### src/rtl/serial_frame_deserializer.sv
// Purpose: receive start/data/parity/stop serial frames, sampled on bit_en_i strobes, into parallel words.
// Latency: word is visible on data_o/valid_o one clk_i cycle after the stop-bit sample.
// Backpressure: a word is held until valid_o & ready_i; a frame completing while a word is still pending is dropped and flagged as overrun.
module serial_frame_deserializer #(
    parameter int unsigned DATA_WIDTH = 8,
    parameter int unsigned PARITY_EN  = 1,
    parameter int unsigned PARITY_ODD = 0
) (
    input  logic                  clk_i,
    input  logic                  reset_ni,
    input  logic                  serial_i,
    input  logic                  bit_en_i,
    output logic [DATA_WIDTH-1:0] data_o,
    output logic                  valid_o,
    input  logic                  ready_i,
    output logic                  frame_err_o,
    output logic                  parity_err_o,
    output logic                  overrun_o,
    input  logic                  clear_err_i
);

    localparam int unsigned CW = (DATA_WIDTH > 1) ? $clog2(DATA_WIDTH) : 1;
    localparam logic [CW-1:0] LAST_BIT = CW'(DATA_WIDTH - 1);
    localparam logic PAR_ODD = (PARITY_ODD != 0);

    typedef enum logic [1:0] {
        S_IDLE,
        S_DATA,
        S_PARITY,
        S_STOP
    } state_t;

    state_t                  state_q, state_d;
    logic [CW-1:0]           cnt_q, cnt_d;
    logic [DATA_WIDTH-1:0]   shreg_q, shreg_d;
    logic                    par_bad_q, par_bad_d;
    logic [DATA_WIDTH-1:0]   data_q, data_d;
    logic                    valid_q, valid_d;
    logic                    ferr_q, ferr_d;
    logic                    perr_q, perr_d;
    logic                    ovr_q, ovr_d;

    logic done;
    logic set_ferr;
    logic set_perr;
    logic set_ovr;
    logic hs;
    logic deliver;

    always_comb begin
        state_d   = state_q;
        cnt_d     = cnt_q;
        shreg_d   = shreg_q;
        par_bad_d = par_bad_q;
        done      = 1'b0;
        set_ferr  = 1'b0;
        set_perr  = 1'b0;

        if (bit_en_i) begin
            case (state_q)
                S_IDLE: begin
                    if (!serial_i) begin
                        state_d   = S_DATA;
                        cnt_d     = '0;
                        par_bad_d = 1'b0;
                    end
                end
                S_DATA: begin
                    // LSB arrives first, so shifting right leaves it in bit 0 after the last bit.
                    shreg_d = {serial_i, shreg_q[DATA_WIDTH-1:1]};
                    if (cnt_q == LAST_BIT) begin
                        cnt_d   = '0;
                        state_d = (PARITY_EN != 0) ? S_PARITY : S_STOP;
                    end else begin
                        cnt_d = cnt_q + CW'(1);
                    end
                end
                S_PARITY: begin
                    if (serial_i != ((^shreg_q) ^ PAR_ODD)) begin
                        par_bad_d = 1'b1;
                        set_perr  = 1'b1;
                    end
                    state_d = S_STOP;
                end
                S_STOP: begin
                    done     = 1'b1;
                    set_ferr = !serial_i;
                    state_d  = S_IDLE;
                end
                default: state_d = S_IDLE;
            endcase
        end

        hs      = valid_q & ready_i;
        set_ovr = done & valid_q & ~hs;
        // A handshake in the completion cycle frees the output slot for the new word.
        deliver = done & serial_i & ~par_bad_q & (~valid_q | hs);

        data_d  = deliver ? shreg_q : data_q;
        if (deliver) begin
            valid_d = 1'b1;
        end else if (hs) begin
            valid_d = 1'b0;
        end else begin
            valid_d = valid_q;
        end

        ferr_d = set_ferr | (ferr_q & ~clear_err_i);
        perr_d = set_perr | (perr_q & ~clear_err_i);
        ovr_d  = set_ovr  | (ovr_q  & ~clear_err_i);
    end

    always_ff @(posedge clk_i or negedge reset_ni) begin
        if (!reset_ni) begin
            state_q   <= S_IDLE;
            cnt_q     <= '0;
            shreg_q   <= '0;
            par_bad_q <= 1'b0;
            data_q    <= '0;
            valid_q   <= 1'b0;
            ferr_q    <= 1'b0;
            perr_q    <= 1'b0;
            ovr_q     <= 1'b0;
        end else begin
            state_q   <= state_d;
            cnt_q     <= cnt_d;
            shreg_q   <= shreg_d;
            par_bad_q <= par_bad_d;
            data_q    <= data_d;
            valid_q   <= valid_d;
            ferr_q    <= ferr_d;
            perr_q    <= perr_d;
            ovr_q     <= ovr_d;
        end
    end

    assign data_o       = data_q;
    assign valid_o      = valid_q;
    assign frame_err_o  = ferr_q;
    assign parity_err_o = perr_q;
    assign overrun_o    = ovr_q;

endmodule

### config.mk
export PLATFORM = sky130hd
export DESIGN_NAME = serial_frame_deserializer
export DESIGN_NICKNAME = d
export VERILOG_FILES = /design/src/rtl/serial_frame_deserializer.sv
export SDC_FILE = /design/constraint.sdc
export NUM_CORES = 1
export LEC_CHECK = 0
export CAP_MARGIN = 20
export CORE_MARGIN = 2
export CORE_UTILIZATION = 52
export CTS_CLUSTER_SIZE = 24
export DETAILED_ROUTE_END_ITERATION = 12
export GPL_TIMING_DRIVEN = 0
export PLACE_DENSITY = 0.77
export SYNTH_ARGS = -nofsm -noshare
export SYNTH_HDL_FRONTEND = slang
export SYNTH_SLANG_ARGS = --single-unit
### constraint.sdc
create_clock -name clk_i -period 1.7 [get_ports clk_i]
set_input_delay 0.17 -clock clk_i [delete_from_list [all_inputs] [get_ports clk_i]]
set_output_delay 0.17 -clock clk_i [all_outputs]
set_load 0.01 [all_outputs]
# After elaboration in Yosys (flattened, before gate mapping)
# Index checks and enable logic that the tools add are counted.
[totals]
regBits = 26
latchBits = 0
mem_bits_rw = 0
rom_bits = 0
inputBits = 6
output_inout_bits = 12
wordCells = 63
mem_count = 0
[op_classes]
addsub = 1
n_mul = 0
n_div = 0
n_lt_le_gt_ge = 0
n_eq_ne = 8
shifts = 0
mux = 18
bitwise = 17
n_reduce_logical = 10
[op_table]
columns = ["op", "n"]
rows = [
  ["1-bit two-way mux", 11],
  ["1-bit AND", 9],
  ["2-bit case mux with 4 select lines", 1],
  ["8-bit parity", 1],
  ["3-bit two-way mux", 2],
  ["2-bit != test, second input constant", 3],
  ["3-bit case mux with 2 select lines", 1],
  ["3-bit AND reduction", 2],
  ["2-bit nonzero test", 3],
  ["2-bit == test, second input constant", 2],
  ["2-bit two-way mux", 2],
  ["1-bit NOT", 4],
  ["1-bit bitwise OR", 4],
  ["4-bit AND reduction", 1],
  ["3-bit by 1-bit adder with 3-bit output, second input constant", 1],
  ["3-bit == test, second input constant", 1],
  ["2-bit by 1-bit == test with 1-bit output, second input constant", 1],
  ["2-bit zero test", 1],
  ["1-bit case mux with 2 select lines", 1],
  ["2-bit AND reduction", 1],
  ["1-bit zero test", 1],
  ["1-bit != test", 1],
]

# Depth between registers and ports, before layout
[depth]
word_depth = 7
mapped_depth = 6
depth_no_buf = 6

# Worst setup path after synthesis
# Ideal clock, no wire load.
[synth_path]
path_type = "reg-to-reg"
start = "register cnt_q[0]"
end = "register state_q[1]"
setup_time_ns = 0.125
arrival_ns = 1.359
t_required_ns = 1.575
slack_ns = 0.216
stages_incl_launch_ff = 5
n_path_buf = 0
synth_period_minus_slack_ns = 1.484
cell_sequence = "dfrtp_1 ha_1 ha_1 o21ai_0 mux2_2"
[synth_between]
elab_chain_len = 3
[synth_rtl]
columns = ["element", "line_no", "rtl"]
rows = [
  ["from (decl)", "34", "logic [CW-1:0] cnt_q, cnt_d;"],
  ["from (signal assigned)", "126", "cnt_q <= cnt_d;"],
  ["3-bit == test", "71", "if (cnt_q == LAST_BIT) begin"],
  ["2-bit != test (no line)", "-", ""],
  ["3-bit AND reduction (no line)", "-", ""],
  ["to (signal assigned)", "125", "state_q <= state_d;"],
  ["to (decl)", "33", "state_t state_q, state_d;"],
]
# No other way between the ends.
# A chain may end at the register's enable or synchronous reset.

# Worst setup path after layout
[layout_path]
start = "register state_q[1]"
end = "register data_q[5], in the netlist data_o[5]"
[layout_between]
elab_chain_len = 6
[layout_rtl]
columns = ["element", "line_no", "rtl"]
rows = [
  ["2-bit == test", "60", "case (state_q)"],
  ["1-bit two-way mux", "60", ""],
  ["1-bit two-way mux", "59", "if (bit_en_i) begin"],
  ["1-bit AND (3 in a row)", "97", "deliver = done & serial_i & ~par_bad_q & (~valid_q | hs);"],
  ["to (signal assigned)", "129", "data_q <= data_d;"],
  ["to (decl)", "37", "logic [DATA_WIDTH-1:0] data_q, data_d;"],
]
# No other way between the ends.

==> metrics.sh <==
LARGEST_FAMILY_OF_LOGIC_CELLS_BY_SYNTHESIZED_AREA='multiplexers'
MAX_STAGE_DELAY_NS=0.42
DIE_AR_SQ_MM=0.00264
POWER.SHARE.CLOCK_PCT=15.0
WORST_IR_DROP_VDD_mV=1.06
SETUP_VIOL_COUNT_FINAL=0
FINAL_CRITICAL_PATH_TIME_INCLUDING_I_O_DELAYS_AND_SETUP_NS=1.66
CTS_NUM_SINKS=26
ANTENNADIODECOUNT=0
CTS.REPORTEDPATHS.CLKPINSLEW_NS=0.14
WORSTPATHCELLLIST='ha_2 -> nand2_4 -> nor4bb_4 -> buf_4 -> mux2_2'
SYNTH.DISTINCT_CELLS=21
CTS_TREE='built'
WORST-PATH-MAX-FANOUT=4
IO_BUFFER_COUNT=17
YS_WARN_COUNT=0
TIMING.CRITICAL_PATH.ARRIVAL_NS=1.89
CRITPATHCAPTURETYPE='flip-flop'
FIN_CRIT_SH_PCT=97.8
SYNTH_TOP_AREA_SHARE_PCT=55.7
ROUTED_WIRE_LENGTH_PER_INSTANCE_UM=14.5
CRITPATHSLOWESTCELL='sky130_fd_sc_hd__dfrtp_1'
POSTROUTEWIRELENGTH_MM=2.03
MAXCLOCKFREQUENCY_MHz=601
DIE_W_UM=51.4
IOPINCOUNT=18
POST_DP_CELL_AREA_SQ_MM=0.00139
SYNTH.CELL_AREA_SQ_MM=0.00117
AREA_GROWTH_PCT=28.3
AREA_CONTRIBUTORS_POST_SYNTH='sky130_fd_sc_hd__dfrtp_1 56%, sky130_fd_sc_hd__mux2_2 17%, sky130_fd_sc_hd__ha_1 6.4%, sky130_fd_sc_hd__xnor2_1 3.0%, sky130_fd_sc_hd__inv_1 2.9%'
SYNTHDOMINANTAREACELLTYPE='sky130_fd_sc_hd__dfrtp_1'
FIN_AREA_SQ_MM=0.00150
YS_SEQ_ELEMENTS=26
YOSYS.AREA_SHARE.SIMPLE_PCT=4.07
HOLD_VIOL_FINAL=0
STARTPOINT_TYPE='flip-flop'
LAYOUT_COMMONEST_CELL='sky130_fd_sc_hd__dfrtp_1'
VERT_DIE_DIM_UM=51.4
AVGSYNTHCELLAREA_SQ_UM=13.3
FILLERS=167
WORST-R2R-CELL-COUNT=5
POWER.SHARE.SEQUENTIAL_PCT=38.9
FLOORPLAN.CORE_AREA_SQ_MM=0.00217
PWR_DENSITY_CELL_mW_PER_MM2=1890
CELLINTERNALPOWER_mW=1.92
LARGEST_NET_DEGREE_AT_THE_START_OF_GLOBAL_ROUTING=16
FINAL-SEQ-AREA_SQ_UM=651
CTS_INSERTED_BUFFERS=3
GLOBALROUTETOTALUTIL_PCT=17.4
SETUP_TNS_NS=0
MIN-DELAY-PATH-CLASS='in2async'
SYNTH_FP_NETS=100
DRT-PASS1-ITER-COUNT=2
CAP_VIOL_MAX_COUNT=0
GLOBALROUTEMET3UTIL_PCT=3.51
TIMING.FINAL.MAX_SLEW_VIOLATIONS=0
DRT.ANTENNA.VIOLATING_NETS=0
LAYOUT_COMMON_CELLS='26 x sky130_fd_sc_hd__dfrtp_1, 17 x sky130_fd_sc_hd__mux2_2, 17 x sky130_fd_sc_hd__clkdlybuf4s50_1'
CRITICALPATHCATEGORY='reg2reg'
RESIDUAL_OVERFLOW_FROM_GLOBAL_ROUTING=0
RUN_STATUS='complete, no violations'
CTS_HOLD_BUFS=0
ROOT_BUFFER='sky130_fd_sc_hd__clkbuf_4'
SYNTHXORXNORAREAFRAC_PCT=6.43
NUMBER_OF_GLOBAL_ROUTE_VIAS_BEFORE_REPAIR=739
SYNTH.YOSYS.SEQ_AREA_SHARE_PCT=55.7
NUMBER_OF_NETS_IN_THE_FINISHED_DESIGN=125
TOP_USAGE_LAYER='met2'
START_UTIL_PCT=53.8
SYNTH.AREA.MUX_SHARE_PCT=17.4
GRT_ANTENNA_BEFORE_REPAIR=0
TOTAL_SWITCHING_POWER_mW=0.915
MAX_SLEW_MARGIN_PCT=60.3
POWER_LEAKAGE_nW=0.705
REMAINING_DESIGN_RULE_VIOLATION_COUNT=0
GRT_FIRST_PASS_WIRELENGTH_MM=3.28
CLOCKBUFFERDEPTH=2
SYNTH-COMPOUND-AREA-SHARE_PCT=6.65
WORST_SKEW_PAIR.LATE_LATENCY_NS=0.32
VIAS_PER_CELL=5.25
SW_FRAC_OF_TOTAL_PCT=32.2
SYNTH-ADDER-AREA-SHARE_PCT=6.43
WORST-ENDPOINT-REQUIRED_NS=1.92
TIMING.CLOCK.SKEW_NS=0.00153
FRACTION_OF_THE_CORE_AREA_COVERED_BY_CELLS_AT_THE_END_OF_THE_FLOW_PCT=69.0
FINALWEIGHTEDCONGESTION=0.705
SYNTH_CELLS=88
MULTIINPUTGATEAREA_SQ_UM=514
GRT_UTIL_MET2_PCT=28.6
GRT_UTIL_MET1_PCT=20.9
PLACEMENT_ROWS=17
DRIVE_ABOVE_1_SHARE_PCT=27.7
COMB_POWER_SHARE_PCT=46.2
VIAS=735
GRT_SETUP_UNREPAIRED='true'
MAX_SLEW.WORST_PIN.SLEW_NS=0.594
DETAILED_PLACE_HPWL_MM=1.42
DETAILED_ROUTE_ITER0_VIOLATIONS=2
HTREE_LEVELS=1
[stage by stage]
| step | instances | setup WS [ns] | hold WS, ns | power, mW |
|---|---|---|---|---|
| final | 140 | 0.0369 | 0.203 | 2.84 |
| after global routing | 140 | -0.0358 | 0.263 | 3.05 |
| after detailed placement | 134 | -0.110 | 0.492 | 2.38 |
| after floorplan | 88 | 0.216 | -0.126 | 1.95 |
| after CTS | 138 | 0.0284 | 0.222 | 2.80 |
| after global placement | 133 | -0.112 | 0.484 | 2.31 |
[cell usage after synthesis]
cell type / number
sky130_fd_sc_hd__nand2b_1: 1
sky130_fd_sc_hd__a21oi_1: 1
sky130_fd_sc_hd__dfrtp_1: 26
sky130_fd_sc_hd__a31o_2: 1
sky130_fd_sc_hd__mux2_2: 18
sky130_fd_sc_hd__xor2_1: 2
sky130_fd_sc_hd__nor2_1: 1
sky130_fd_sc_hd__o21ai_1: 1
sky130_fd_sc_hd__nor4bb_1: 1
sky130_fd_sc_hd__a21boi_2: 1
sky130_fd_sc_hd__nand2_1: 6
sky130_fd_sc_hd__xnor2_1: 4
sky130_fd_sc_hd__o21ai_0: 2
sky130_fd_sc_hd__buf_2: 1
sky130_fd_sc_hd__o22ai_1: 3
sky130_fd_sc_hd__a32o_1: 1
sky130_fd_sc_hd__nor3_1: 1
sky130_fd_sc_hd__xnor3_1: 1
sky130_fd_sc_hd__a22o_1: 1
sky130_fd_sc_hd__ha_1: 6
sky130_fd_sc_hd__inv_1: 9
[cells by family (layout without fill, tap and decap cells)]
logic type	Yosys count	after routing
compound gates	11	11
flops	26	26
mux	18	18
xor+xnor	7	7
buf+inv	10	34
simple gates	10	10
fa+ha+maj	6	6
[flip-flops by register name, summed over array words and instances, names as in the netlist]
name,count
parity_err_o,1
frame_err_o,1
state_q,2
valid_o,1
overrun_o,1
shreg_q,8
data_o,8
cnt_q,3
par_bad_q,1
[final cells by class]
cell class | instances | share of cell area [%]
inverter | 9 | 2.26
clock inverter | 1 | 2.01
buffer | 1 | 0.752
clock buffer | 3 | 1.50
sequential | 26 | 43.4
timing repair buffer | 20 | 13.4
multi-input combinational | 52 | 34.3
tap | 28 | 2.34
[metal layers]
| layer | up-vias | routed length [um] | share of wire [%] |
|---|---|---|---|
| li1 | 348 | - | - |
| met1 | 368 | 923 | 45 |
| met2 | 15 | 982 | 48 |
| met3 | 4 | 87 | 4.3 |
| met4 | 0 | 41 | 2.0 |
| met5 | - | 0 | 0 |
[path summary, 6_finish.rpt]
| check | startpoint | endpoint | slack [ns] |
|---|---|---|---|
| worst max-delay path | state_q[1] | data_o[5] | 0.04 |
| worst min-delay path | reset_ni | state_q[1] | 0.20 |
| worst max register to register | state_q[1] | data_o[5] | 0.04 |
| worst min register to register | cnt_q[2] | cnt_q[2] | 0.52 |
| max in group asynchronous | reset_ni | data_o[3] | 1.00 |
| min in group clk_i | clear_err_i | frame_err_o | 0.49 |
[critical path: cells and delay by family (launching register included)]
kind                       cells  cell delay [ns]
buffers and inverters          1             0.20
and+or+nand+nor                2             0.41
adders and majority gates      1             0.21
muxes                          1             0.33
DFF                            1             0.42
[power groups by stage]
stage / Combinational (mW) / Clock [mW] / Sequential, mW
global placement: 1.22 / 0 / 1.09
floorplan: 0.828 / 0 / 1.12
global route: 1.44 / 0.455 / 1.15
detailed placement: 1.26 / 0 / 1.12
CTS: 1.27 / 0.431 / 1.10
finish: 1.31 / 0.425 / 1.10
[repair_timing]
item | CTS | global route
gates cloned | 0 | 1
buffers inserted | 0 | 1
pin swaps | 0 | 2
endpoints found under the setup margin | 1 | 11
hold endpoints to repair | 0 | 0
gates resized for setup | 1 | 11
(Power assumes the default switching activity.)
